===== src/rtl/dcache_refill_controller_pkg.sv =====
// Shared definitions for the L1 data-cache refill path: default geometry,
// refill sequencer states and block alignment helper.
package dcache_refill_controller_pkg;

  localparam int DEF_BLOCK_BITS     = 128;
  localparam int DEF_TIMEOUT_CYCLES = 1024;
  localparam int DEF_ROB_ENTRIES    = 32;

  typedef logic [DEF_BLOCK_BITS-1:0] cache_data_block_t;

  typedef enum logic [2:0] {
    IDLE,
    WB_REQ,
    FILL_REQ,
    FILL_WAIT,
    FILL_WRITE
  } refill_state_e;

  function automatic logic [31:0] block_align(input logic [31:0] addr, input int unsigned off_w);
    return addr & ~((32'd1 << off_w) - 32'd1);
  endfunction

endpackage


===== src/rtl/dcache_refill_controller_wb_buffer.sv =====
// Single-entry victim writeback buffer; accepts a dirty block whenever empty
// and holds it until the sequencer has handed it to memory.
module dcache_refill_controller_wb_buffer #(
  parameter int BLOCK_BITS = 128
) (
  input  logic                  clk_i,
  input  logic                  rst_i,
  input  logic                  wb_vld_i,
  input  logic [31:0]           wb_addr_i,
  input  logic [BLOCK_BITS-1:0] wb_data_i,
  input  logic                  clr_i,
  output logic                  buf_vld_o,
  output logic [31:0]           buf_addr_o,
  output logic [BLOCK_BITS-1:0] buf_data_o,
  output logic                  wb_rdy_o
);

  logic                  vld_q, vld_d;
  logic [31:0]           addr_q, addr_d;
  logic [BLOCK_BITS-1:0] data_q, data_d;

  always_comb begin
    vld_d  = vld_q;
    addr_d = addr_q;
    data_d = data_q;
    if (clr_i) vld_d = 1'b0;
    if (wb_vld_i && !vld_q) begin
      vld_d  = 1'b1;
      addr_d = wb_addr_i;
      data_d = wb_data_i;
    end
  end

  always_ff @(posedge clk_i or negedge rst_i) begin
    if (!rst_i) begin
      vld_q  <= 1'b0;
      addr_q <= '0;
      data_q <= '0;
    end else begin
      vld_q  <= vld_d;
      addr_q <= addr_d;
      data_q <= data_d;
    end
  end

  assign buf_vld_o  = vld_q;
  assign buf_addr_o = addr_q;
  assign buf_data_o = data_q;
  assign wb_rdy_o   = !vld_q;

endmodule


===== src/rtl/dcache_refill_controller.sv =====
// Refill sequencer for the L1 data cache: drains victim writebacks, fetches
// missing blocks over the single memory port and installs them.
//
// state      | meaning
// IDLE       | waiting; pending writeback wins over a new repair
// WB_REQ     | block write of the victim buffer offered to memory
// FILL_REQ   | block read for the accepted miss offered to memory
// FILL_WAIT  | read accepted, waiting for data under the watchdog
// FILL_WRITE | one-cycle install into the cache, completion pulse
module dcache_refill_controller
  import dcache_refill_controller_pkg::*;
#(
  parameter int BLOCK_BITS     = DEF_BLOCK_BITS,
  parameter int TIMEOUT_CYCLES = DEF_TIMEOUT_CYCLES,
  parameter int ROB_ENTRIES    = DEF_ROB_ENTRIES,
  localparam int RW            = $clog2(ROB_ENTRIES)
) (
  input  logic                  clk_i,
  input  logic                  rst_i,
  input  logic                  flush_i,
  input  logic                  repair_req_i,
  input  logic [31:0]           repair_req_addr_i,
  input  logic [31:0]           repair_req_data_i,
  input  logic                  repair_is_store_i,
  input  logic [RW-1:0]         repair_req_rob_idx_i,
  output logic                  repair_ack_o,
  output logic                  repair_complete_o,
  output logic [RW-1:0]         repair_rob_idx_o,
  input  logic                  wb_vld_i,
  input  logic [31:0]           wb_addr_i,
  input  logic [BLOCK_BITS-1:0] wb_data_i,
  output logic                  wb_rdy_o,
  output logic                  mem_req_vld_o,
  output logic                  mem_req_we_o,
  output logic [31:0]           mem_req_addr_o,
  output logic [BLOCK_BITS-1:0] mem_req_data_o,
  input  logic                  mem_req_rdy_i,
  input  logic                  mem_resp_vld_i,
  input  logic [BLOCK_BITS-1:0] mem_resp_data_i,
  output logic                  cache_wr_en_o,
  output logic                  cache_is_repair_o,
  output logic                  cache_is_repair_dirty_o,
  output logic [31:0]           cache_wr_addr_o,
  output logic [BLOCK_BITS-1:0] cache_wr_data_o,
  output logic                  timeout_err_o
);

  localparam int OFF_W = $clog2(BLOCK_BITS/8);
  localparam int WI_W  = OFF_W - 2;
  localparam int WORDS = BLOCK_BITS/32;
  localparam int WD_W  = $clog2(TIMEOUT_CYCLES);

  refill_state_e         state_q, state_d;
  logic [31:0]           addr_q, addr_d;
  logic [31:0]           sdata_q, sdata_d;
  logic                  store_q, store_d;
  logic [RW-1:0]         rob_q, rob_d;
  logic [BLOCK_BITS-1:0] fill_q, fill_d;
  logic [WD_W-1:0]       wdog_q, wdog_d;
  logic                  err_q, err_d;
  logic                  flushed_q, flushed_d;

  logic                  wb_clr, wb_buf_vld;
  logic [31:0]           wb_buf_addr;
  logic [BLOCK_BITS-1:0] wb_buf_data;
  logic [BLOCK_BITS-1:0] merged;

  dcache_refill_controller_wb_buffer #(.BLOCK_BITS(BLOCK_BITS)) u_wb_buffer (
    .clk_i      (clk_i),
    .rst_i      (rst_i),
    .wb_vld_i   (wb_vld_i),
    .wb_addr_i  (wb_addr_i),
    .wb_data_i  (wb_data_i),
    .clr_i      (wb_clr),
    .buf_vld_o  (wb_buf_vld),
    .buf_addr_o (wb_buf_addr),
    .buf_data_o (wb_buf_data),
    .wb_rdy_o   (wb_rdy_o)
  );

  // Store misses overwrite their word of the fill so the line installs dirty and current.
  always_comb begin
    merged = fill_q;
    for (int i = 0; i < WORDS; i++) begin
      if (store_q && (addr_q[OFF_W-1:2] == WI_W'(i))) merged[32*i +: 32] = sdata_q;
    end
  end

  always_comb begin
    state_d   = state_q;
    addr_d    = addr_q;
    sdata_d   = sdata_q;
    store_d   = store_q;
    rob_d     = rob_q;
    fill_d    = fill_q;
    wdog_d    = wdog_q;
    err_d     = err_q;
    flushed_d = flushed_q;
    wb_clr    = 1'b0;

    repair_ack_o            = 1'b0;
    repair_complete_o       = 1'b0;
    repair_rob_idx_o        = '0;
    mem_req_vld_o           = 1'b0;
    mem_req_we_o            = 1'b0;
    mem_req_addr_o          = '0;
    mem_req_data_o          = '0;
    cache_wr_en_o           = 1'b0;
    cache_is_repair_o       = 1'b0;
    cache_is_repair_dirty_o = 1'b0;
    cache_wr_addr_o         = '0;
    cache_wr_data_o         = '0;

    if (flush_i && state_q != IDLE) flushed_d = 1'b1;

    case (state_q)
      IDLE: begin
        if (wb_buf_vld) begin
          state_d = WB_REQ;
        end else if (repair_req_i && !flush_i) begin
          repair_ack_o = 1'b1;
          addr_d       = repair_req_addr_i;
          sdata_d      = repair_req_data_i;
          store_d      = repair_is_store_i;
          rob_d        = repair_req_rob_idx_i;
          flushed_d    = 1'b0;
          state_d      = FILL_REQ;
        end
      end
      WB_REQ: begin
        mem_req_vld_o  = 1'b1;
        mem_req_we_o   = 1'b1;
        mem_req_addr_o = wb_buf_addr;
        mem_req_data_o = wb_buf_data;
        if (mem_req_rdy_i) begin
          wb_clr  = 1'b1;
          state_d = IDLE;
        end
      end
      FILL_REQ: begin
        mem_req_vld_o  = 1'b1;
        mem_req_addr_o = block_align(addr_q, OFF_W);
        if (mem_req_rdy_i) begin
          wdog_d  = WD_W'(TIMEOUT_CYCLES - 1);
          state_d = FILL_WAIT;
        end
      end
      FILL_WAIT: begin
        if (mem_resp_vld_i) begin
          fill_d  = mem_resp_data_i;
          state_d = FILL_WRITE;
        end else if (wdog_q == '0) begin
          err_d = 1'b1;
        end else begin
          wdog_d = wdog_q - 1'b1;
        end
      end
      FILL_WRITE: begin
        cache_wr_en_o           = 1'b1;
        cache_is_repair_o       = 1'b1;
        cache_is_repair_dirty_o = store_q;
        cache_wr_addr_o         = block_align(addr_q, OFF_W);
        cache_wr_data_o         = merged;
        repair_complete_o       = !(flushed_q || flush_i);
        repair_rob_idx_o        = rob_q;
        state_d                 = IDLE;
      end
      default: state_d = IDLE;
    endcase
  end

  always_ff @(posedge clk_i or negedge rst_i) begin
    if (!rst_i) begin
      state_q   <= IDLE;
      addr_q    <= '0;
      sdata_q   <= '0;
      store_q   <= 1'b0;
      rob_q     <= '0;
      fill_q    <= '0;
      wdog_q    <= '0;
      err_q     <= 1'b0;
      flushed_q <= 1'b0;
    end else begin
      state_q   <= state_d;
      addr_q    <= addr_d;
      sdata_q   <= sdata_d;
      store_q   <= store_d;
      rob_q     <= rob_d;
      fill_q    <= fill_d;
      wdog_q    <= wdog_d;
      err_q     <= err_d;
      flushed_q <= flushed_d;
    end
  end

  assign timeout_err_o = err_q;

endmodule


===== config.mk =====
export PLATFORM = sky130hd
export DESIGN_NAME = dcache_refill_controller
export DESIGN_NICKNAME = d
export VERILOG_FILES = /design/src/rtl/dcache_refill_controller_pkg.sv /design/src/rtl/dcache_refill_controller_wb_buffer.sv /design/src/rtl/dcache_refill_controller.sv
export SDC_FILE = /design/constraint.sdc
export NUM_CORES = 1
export LEC_CHECK = 0
export ABC_CLOCK_PERIOD_IN_PS = 1890
export BUFFER_PORTS_ARGS = -buffer_cell sky130_fd_sc_hd__buf_2
export CELL_PAD_IN_SITES_DETAIL_PLACEMENT = 1
export CELL_PAD_IN_SITES_GLOBAL_PLACEMENT = 1
export CORE_AREA = 4 4 268 270
export CTS_CLUSTER_DIAMETER = 50
export CTS_CLUSTER_SIZE = 28
export DETAILED_ROUTE_END_ITERATION = 12
export DIE_AREA = 0 0 272 274
export GPL_ROUTABILITY_DRIVEN = 0
export PLACE_DENSITY_LB_ADDON = 0.2
export SYNTH_ARGS = -nofsm -noshare
export SYNTH_HDL_FRONTEND = slang
export SYNTH_SLANG_ARGS = --single-unit

===== constraint.sdc =====
create_clock -name clk_i -period 1.89 [get_ports clk_i]
set_input_delay 0.4725 -clock clk_i [delete_from_list [all_inputs] [get_ports clk_i]]
set_output_delay 0.4725 -clock clk_i [all_outputs]
set_load 0.02 [all_outputs]

# Word-level counts from Yosys, hierarchy flattened
# Index checks and enable logic that the tools add are counted.
[totals] out_inout_bits=334 regBits=374
[op_classes] addsub=1 n_reduce_logical=23 eq_ne=13 bitwise_logic=2 mux=35
[ops] operator="two-way mux 128 bit" n=2
[ops] operator="two-way mux 32 bit" n=5
[ops] operator="one-hot mux 32 bit (2 select lines)" n=1
[ops] operator="two-way mux 10 bit" n=3
[ops] operator="one-hot mux 10 bit (2 select lines)" n=1
[ops] operator="two-way mux 1 bit" n=16
[ops] operator="two-way mux 3 bit" n=5
[ops] operator="one-hot mux 3 bit (4 select lines)" n=1
[ops] operator="logical NOT 10 bit" n=1
[ops] operator="!= test 2 bit, second input constant" n=5
[ops] operator="subtractor 10 x 1 -> 10 bit, second input constant" n=1
[ops] operator="AND reduction 4 bit" n=2
[ops] operator="logical AND 1 bit" n=7
[ops] operator="== test 3 x 2 -> 1 bit, second input constant" n=2
[ops] operator="AND reduction 3 bit" n=2
[ops] operator="two-way mux 5 bit" n=1
[ops] operator="== test 2 bit, second input constant" n=2
[ops] operator="nonzero test 2 bit" n=2
[ops] operator="== test 3 x 1 -> 1 bit, second input constant" n=1
[ops] operator="== test 3 bit, second input constant" n=1
[ops] operator="logical NOT 1 bit" n=3
[ops] operator="logical NOT 3 bit" n=1
[ops] operator="!= test 3 x 2 -> 1 bit, second input constant" n=1
[ops] operator="nonzero test 3 bit" n=1
[ops] operator="other kinds (6)" n=7

# Depth between registers and ports, before layout
# Gate-level depths: netlist of the first run.
[depth] ltp_word=6 depth_mapped=7

# Hierarchy
# From an unflattened synthesis of the first run, not the netlist that was laid out.
[unflattened] hier_cells=1515 area_unflattened_um2=17813.3
[by_module_without_submodules] mod="dcache_refill_controller" n_inst=1 seq_area_each_um2=5280.1 cells_per_inst=1173 area_per_inst_um2=11478.5
[by_module_without_submodules] mod="dcache_refill_controller_wb_buffer" n_inst=1 seq_area_each_um2=4028.9 cells_per_inst=342 area_per_inst_um2=6334.8

# Worst setup path after synthesis of the first run
# Ideal clock, no wire load.
[synth_path] path_type="reg-to-output" start="register state_q[0]" end="output cache_wr_data_o[118]" path_stages_with_launch=7 n_path_buf=3 setup_slack_ns=-0.214 t_arrival_ns=1.631 path_cell_list="dfrtp_1 -> buf_4 -> nor2_1 -> nand2_1 -> clkbuf_1 -> buf_2 -> a21oi_1"
[synth_via] elab_chain_len=2
[synth_rtl] element="start, declared" line="dcache_refill_controller.sv:53" rtl="refill_state_e state_q, state_d;"
[synth_rtl] element="start signal, assigned" line="dcache_refill_controller.sv:184" rtl="state_q <= state_d;"
[synth_rtl] element="== test 3 bit" line="dcache_refill_controller.sv:116" rtl="case (state_q)"
[synth_rtl] element="two-way mux 128 bit" line="dcache_refill_controller.sv:116"
[synth_rtl] element="end, declared" line="dcache_refill_controller.sv:44" rtl="output logic [BLOCK_BITS-1:0] cache_wr_data_o,"
# Every way passes these cells.

# Worst setup path in the final report of the first run
[layout_path] start="register addr_q[2]" end="output cache_wr_data_o[29]"
[layout_via] elab_chain_len=4
[layout_rtl] element="start, declared" line="dcache_refill_controller.sv:54" rtl="logic [31:0] addr_q, addr_d;"
[layout_rtl] element="start signal, assigned" line="dcache_refill_controller.sv:185" rtl="addr_q <= addr_d;"
[layout_rtl] element="logical NOT 2 bit" line="dcache_refill_controller.sv:85" rtl="if (store_q && (addr_q[OFF_W-1:2] == WI_W'(i))) merged[32*i +: 32] = sdata_q;"
[layout_rtl] element="logical AND 1 bit" line="dcache_refill_controller.sv:85"
[layout_rtl] element="two-way mux 32 bit" line="dcache_refill_controller.sv:85"
[layout_rtl] element="two-way mux 128 bit" line="dcache_refill_controller.sv:116"
# Every way passes these cells.

==> impl_metrics.csv, run 1 <==
group,metric,value,unit
pwr,peakVddDrop,0.875,mV
setup_path,path_common_cell,"buf_6",
grt,antenna_found_initial,30,
yosys,synth-async-reset-ratio,1.00,
timing,hold_viol_final,0,
cells_and_area,mostFrequentLayoutCell,"buf_2",
die,chipWidth,272,um
grt,grt_pass1_vias,16950,
cts,cts_buffer_depth,3,
die,core,69500,um2
yosys,synthCells,1520,
yosys,avgSynthCellArea,11.5,um2
placement,dpl_worst_slack,-0.186,ns
worst_hold_path,hold_path_depth,2,
grt,grt_first_pass_wirelength,113,mm
drt,drcViolationCount,0,
grt,grt_max_degree,63,
timing,slew_viol_final,0,
placement,dp.cells,3154,
cts,cts_tree,"yes",
setup_path,crit_arrival,2.15,ns
timing,max_freq,0.381,GHz
timing,worst_pin_slew,0.539,ns
cells_and_area,area_growth,56.1,%
pwr,p_sw_frac,0.389,
setup_path,cp_num_buf_inv,5,
die,die_area,74500,um2
timing,setup_ws,-0.737,ns
placement,io_buffers,692,
pwr,pwr_density_cell,1670,nW/um2
worst_hold_path,hold_path_class,"in2reg",
die,die_y,274,um
timing,rsz0062_at_grt,"true",
job,max_cap_viol_count,0,
worst_hold_path,whs_endpoint,"u_wb_buffer.buf_addr_o[27]",
cts,cts.clk_slew.worst_paths,0.06,ns
pwr,intPower,0.0279,W
timing,layout_min_cycle_time,2.63,ns
die,fp-row-count,97,
yosys,ys_types,46,
cts,cts.sinks,372,
placement,placed_area,23000,um2
yosys,synth_top_area_frac,0.533,
cells_and_area,final_cells,3313,
cts,clockRootBuffer,"clkbuf_16",
placement,hpwl,56.3,mm
yosys,synth-edff-count,0,
setup_path,cp_top_family,"buffers and inverters",
cells_and_area,finish.utilization,0.392,
cts,cts_buffers,55,
setup_path,max_stage_delay,0.41,ns
yosys,synth.area.top_cells,"dfrtp_1 53%, mux2_2 21%, nand2_1 5.6%, and2_1 4.8%, a21oi_1 3.8%",
timing,post-route-period-util,1.39,
die,start_util,0.251,
setup_path,critPathRequiredTime,1.42,ns
yosys,seq_area_frac_synth,0.533,
drt,vias_per_cell,4.67,
worst_hold_path,holdCritStartpoint,"wb_addr_i[27]",
run_status,status,"complete, but fails checks",
drt,antenna_left,0,
setup_path,end_kind,"primary output",
yosys,synthFlopType,"dfrtp_1",
setup_path,worst-path-max-fanout,7,
cells_and_area,design_area,27300,um2
setup_path,start_kind,"flop",
setup_path,r2r-end,"sdata_q[12]",
drt,totalWireLength,80.5,mm
run_status,violations,"setup timing",
pwr,p_comb_frac,0.439,
pwr,power,0.0457,W
yosys,yosysWarningCount,0,
timing,relSlewSlack,0.641,
grt,grt_overflow,0,
cells_and_area,fin_nets,2685,
cts,clkLatencyLatePin,0.60,ns
yosys,synth-seq-cells,372,
pwr,p_leak,12.9,nW
setup_path,reg2reg_setup_slack,-0.19,ns
timing,finalSetupViolations,392,
pwr,p_sw,0.0178,W
pwr,seqPwrFrac,0.325,
setup_path,worstSetupPathType,"reg2out",
yosys,synth.cell_area,17500,um2
pwr,power_frac_clock,0.236,
setup_path,r2r_cells,6,
yosys,synth_area_leader_cell,"dfrtp_1",
grt,grt_usage,0.201,
drt,vias,15470,
cts,htreeDepth,2,
drt,wl_per_cell,24.3,um
cells_and_area,final_cell_mix,"567 x buf_2, 367 x dfrtp_1, 333 x mux2_2",
timing,fin_skew,0.0184,ns
cells_and_area,drive_gt1_frac,0.625,
drt,drtIter0Drc,600,
drt,firstDrtPassIters,4,
setup_path,worst_path_max_delay_cell,"dfrtp_1",
setup_path,critical_path.cell_chain,"buf_6 > nor3b_4 > buf_6 > buf_12 > buf_12 > nand2_2 > a21oi_2 > buf_6",
setup_path,worstReg2RegStart,"state_q[2]",
die,pin_count,699,
sequential cells by signal, indices dropped and copies added, names as in the netlist:
register	cells
addr_q	30
fill_q	128
flushed_q	1
rob_q	5
sdata_q	32
state_q	3
store_q	1
timeout_err_o	1
u_wb_buffer.buf_addr_o	32
u_wb_buffer.buf_data_o	128
u_wb_buffer.buf_vld_o	1
wdog_q	10
metal layers:
layer | vias up | wire length, um | GRT usage
met5 | - | 184 | 0
met4 | 26 | 2020 | 0.0448
met3 | 151 | 6180 | 0.0681
met2 | 546 | 41400 | 0.364
met1 | 7912 | 30700 | 0.230
li1 | 6835 | - | -
cell type report:
cell class                      count  area [um2]
Multi-Input combinational cell   1029        8460
Clock inverter                     29         355
Clock buffer                       74        1570
Fill cell                        7641       42300
Inverter                            4        15.0
Tap cell                          940        1180
Antenna cell                        8        20.0
Sequential cell                   372        9320
Timing Repair Buffer              857        6370
synthesized netlist by cell type (3+ instances only):
cell and instances:
a21oi_1 134, a22o_1 28, a31oi_1 6, and2_1 134, and3_1 38, and4_1 5
buf_2 38, buf_4 11, buf_6 17, clkbuf_1 47, clkbuf_2 5, dfrtp_1 372
inv_1 4, mux2_1 23, mux2_2 333, nand2_1 262, nor2_1 16, nor2b_1 3
nor3_1 5, o21ai_0 5, or2_2 3
power by group through the flow:
stage	clock network, W	registers [W]	logic, W
after floorplan	0	0.0137	0.0113
after detailed placement	0	0.0148	0.0176
after global placement	0	0.0145	0.0173
after CTS	0.0110	0.0148	0.0190
after global routing	0.0115	0.0154	0.0215
final	0.0108	0.0148	0.0201
worst reg2reg max path, delay by kind of cell, from the launching register on:
kind | cells | cell delay (ns)
simple gates | 2 | 0.53
flops | 1 | 0.47
buf+inv | 3 | 0.50
mux | 1 | 0.47
what timing repair did:
item                                    CTS  global route
buffers inserted                         11            15
hold buffers                              1             0
endpoints found under the setup margin  434           432
pin swaps                                17            33
endpoints found under the hold margin    22             0
gates cloned                             13            10
gates resized for setup                 219           212
cells by family after synthesis:
kind of cell	share of synthesized area
fa+ha+maj	0.000716
simple gates	0.137
buf+inv	0.0389
xor+xnor	0.000501
compound gates	0.0609
other cells	0.000215
mux	0.229
flops	0.533
worst max-delay path by stage:
stage | startpoint | to | slack [ns] | cells after the start
CTS | state_q[1] | mem_req_data_o[28] | -0.78 | 5
detailed placement | flush_i | sdata_q[12] | -0.19 | 5
global route | addr_q[2] | cache_wr_data_o[29] | -0.85 | 8
finish | addr_q[2] | cache_wr_data_o[29] | -0.74 | 8
floorplan | store_q | cache_wr_data_o[28] | -0.06 | 5
global placement | state_q[1] | cache_wr_data_o[106] | -0.14 | 6
stage by stage:
stage / hold WS, ns / setup TNS [ns]
finish: 0.0933 / -212.50
global route: 0.0505 / -255.54
CTS: 0.0458 / -229.32
detailed placement: 0.411 / -28.19
global placement: 0.413 / -23.28
floorplan: 0.177 / -6.76
Note: power is estimated with default switching activity, not from simulation.
==> run 2: changes to the inputs <==
--- a/config.mk
+++ b/config.mk
@@ -5,15 +5,16 @@
 export SDC_FILE = /design/constraint.sdc
 export NUM_CORES = 1
 export LEC_CHECK = 0
+export ABC_AREA = 1
 export ABC_CLOCK_PERIOD_IN_PS = 1890
 export BUFFER_PORTS_ARGS = -buffer_cell sky130_fd_sc_hd__buf_2
 export CELL_PAD_IN_SITES_DETAIL_PLACEMENT = 1
 export CELL_PAD_IN_SITES_GLOBAL_PLACEMENT = 1
-export CORE_AREA = 4 4 268 270
+export CORE_AREA = 4 4 272 274
 export CTS_CLUSTER_DIAMETER = 50
 export CTS_CLUSTER_SIZE = 28
 export DETAILED_ROUTE_END_ITERATION = 12
-export DIE_AREA = 0 0 272 274
+export DIE_AREA = 0 0 276 278
 export GPL_ROUTABILITY_DRIVEN = 0
 export PLACE_DENSITY_LB_ADDON = 0.2
 export SYNTH_ARGS = -nofsm -noshare
==> impl_metrics.csv, run 2 <==
group,metric,value,unit
timing,max_freq,0.384,GHz
pwr,p_sw,0.0195,W
die,die_area,76700,um2
drt,wl_met3,6.66,mm
pwr,pwr_density_cell,1690,nW/um2
cts,cts_tree,"yes",
drt,vias_per_cell,4.45,
drt,top_layer_used,"met5",
cells_and_area,area_growth,60.2,%
drt,wl_per_cell,20.2,um
pwr,power_frac_clock,0.239,
timing,post-route-period-util,1.38,
drt,wl_met2,40.4,mm
die,core,71400,um2
placement,dpl_worst_slack,-0.259,ns
cts,cts_buffer_depth,3,
timing,fin_skew,0.0197,ns
cells_and_area,drive_gt1_frac,0.395,
cells_and_area,fillers,8608,
cells_and_area,design_area,27800,um2
timing,rsz0062_at_grt,"true",
cts,cts.clk_slew.worst_paths,0.06,ns
grt,grt_pass1_vias,19727,
worst_hold_path,hold_path_class,"in2reg",
yosys,synth_top_area_frac,0.537,
yosys,synth.most_common_cell,"nand2_1",
yosys,ys_types,27,
timing,slew_viol_final,0,
drt,wl_met1,32.0,mm
grt,grt_max_degree,118,
pwr,p_sw_frac,0.416,
pwr,p_comb_frac,0.460,
yosys,synthFlopType,"dfrtp_1",
setup_path,critPathRequiredTime,1.42,ns
die,chipWidth,276,um
yosys,synth-async-reset-ratio,1.00,
pwr,intPower,0.0274,W
yosys,synth.cell_area,17300,um2
pwr,p_leak,14.3,nW
placement,hpwl,59.5,mm
yosys,synth.area.top_cells,"dfrtp_1 54%, nand2_1 14%, nor2_1 11%, a21oi_1 4.8%, o21ai_0 4.7%",
drt,antenna_left,0,
timing,layout_min_cycle_time,2.61,ns
timing,hold_viol_final,0,
grt,grt_first_pass_wirelength,122,mm
cells_and_area,finish.utilization,0.389,
timing,setup_ws,-0.717,ns
grt,grt_overflow,0,
yosys,synth-seq-cells,372,
setup_path,crit_arrival,2.13,ns
pwr,peakVddDrop,0.751,mV
die,fp-row-count,98,
drt,totalWireLength,81.4,mm
drt,firstDrtPassIters,5,
timing,worst_pin_slew,0.698,ns
setup_path,end_kind,"primary output",
cts,clkLatencyLatePin,0.60,ns
setup_path,start_kind,"flop",
cts,cts_buffers,59,
cts,clockRootBuffer,"clkbuf_16",
job,max_cap_viol_count,0,
drt,drcViolationCount,0,
yosys,synth_common_cells,"630 x nand2_1, 505 x nor2_1, 372 x dfrtp_1, 186 x inv_1, 165 x a21oi_1",
cells_and_area,fin_nets,3379,
die,die_y,278,um
timing,whs,0.0616,ns
drt,drtIter0Drc,748,
drt,vias,17957,
setup_path,worstSetupPathType,"reg2out",
grt,antenna_found_initial,38,
cells_and_area,final_cell_mix,"624 x nand2_1, 426 x buf_2, 367 x dfrtp_1",
timing,finalSetupViolations,329,
cts,cts.sinks,372,
yosys,synth_area_leader_cell,"dfrtp_1",
run_status,status,"complete, but fails checks",
yosys,avgSynthCellArea,7.62,um2
pwr,seqPwrFrac,0.300,
grt,grt_usage,0.203,
yosys,yosysWarningCount,0,
yosys,synth-edff-count,0,
yosys,synthCells,2274,
setup_path,worst-path-max-fanout,18,
die,pin_count,699,
cts,htreeDepth,2,
run_status,violations,"setup timing",
placement,placed_area,22900,um2
yosys,seq_area_frac_synth,0.537,
cells_and_area,mostFrequentLayoutCell,"nand2_1",
placement,io_buffers,692,
die,start_util,0.243,
timing,relSlewSlack,0.535,
[run 2: cell types whose count changed after synthesis, sizes merged, moves of 28 or more]
cell	previous run	this run
and2	134	0
a22o	28	0
nand2	262	632
nor2	17	506
inv	4	192
a21oi	134	165
nand3	2	49
and3	39	0
o21ai	5	171
mux2	356	28
[run 2: cell families after synthesis]
| family | after synthesis | share of synthesized area |
|---|---|---|
| compound gates | 337 | 0.0975 |
| fa+ha+maj | 1 | 0.000722 |
| buf+inv | 338 | 0.0790 |
| mux | 28 | 0.0182 |
| other cells | 1 | 0.000217 |
| flops | 372 | 0.537 |
| simple gates | 1197 | 0.267 |
[run 2: power by group through the flow]
stage          combinational, W  sequential [W]  clock (W)
2_1_floorplan            0.0104          0.0132          0
3_3_place_gp             0.0164          0.0139          0
3_5_place_dp             0.0168          0.0141          0
4_1_cts                  0.0204          0.0140     0.0115
5_1_grt                  0.0235          0.0145     0.0119
6_report                 0.0216          0.0141     0.0112
[run 2: stage by stage]
step / instances / power (W) / setup TNS, ns
detailed placement: 3876 / 0.0309 / -29.19
finish: 4035 / 0.0468 / -209.13
global placement: 3876 / 0.0303 / -21.31
floorplan: 2277 / 0.0235 / -2.35
global route: 4031 / 0.0499 / -249.07
CTS: 4004 / 0.0459 / -228.62
[run 2: path summary, 6_finish.rpt]
kind	end	cells past startpoint	slack, ns	start
worst max-delay path	mem_req_data_o[10]	7	-0.72	state_q[1]
worst min-delay path	fill_q[126]	3	0.06	mem_resp_data_i[126]
worst max register to register	addr_q[30]	9	0.02	state_q[1]
worst min register to register	timeout_err_o	1	0.47	timeout_err_o
max in group asynchronous	fill_q[11]	3	0.81	rst_i
min in group asynchronous	u_wb_buffer.buf_data_o[82]	2	0.43	rst_i
[run 2: repair_timing]
| item | in CTS | in global routing |
|---|---|---|
| hold buffers | 1 | 0 |
| setup buffers | 8 | 2 |
| endpoints found under the hold margin | 23 | 0 |
| endpoints found under the setup margin | 330 | 392 |
| pin swaps | 9 | 16 |
| gates resized for setup | 525 | 218 |
| cloned | 9 | 7 |
[run 2: cell type report]
| type | instances | area (um2) | share of cell area |
|---|---|---|---|
| Inverter | 192 | 737 | 0.0266 |
| Sequential cell | 372 | 9320 | 0.336 |
| Clock buffer | 70 | 1570 | 0.0565 |
| Multi-Input combinational cell | 1567 | 7780 | 0.280 |
| Antenna cell | 23 | 57.6 | 0.00207 |
| Timing Repair Buffer | 820 | 6630 | 0.239 |
| Timing Repair inverter | 1 | 16.3 | 0.000586 |
| Clock inverter | 40 | 463 | 0.0167 |
| Tap cell | 950 | 1190 | 0.0428 |
[run 2: per-layer routing]
layer  vias up  track usage
li1       8529            -
met1      8733        0.235
met4        28       0.0726
met5         -            0
met2       524        0.346
met3       143       0.0748
[run 2: critical path: stages, from the launching register on]
cell	delay, ns
dfrtp_2	0.44
buf_6	0.13
nor3_4	0.20
buf_12	0.16
inv_12	0.07
buf_16	0.20
nor2_4	0.12
buf_6	0.13
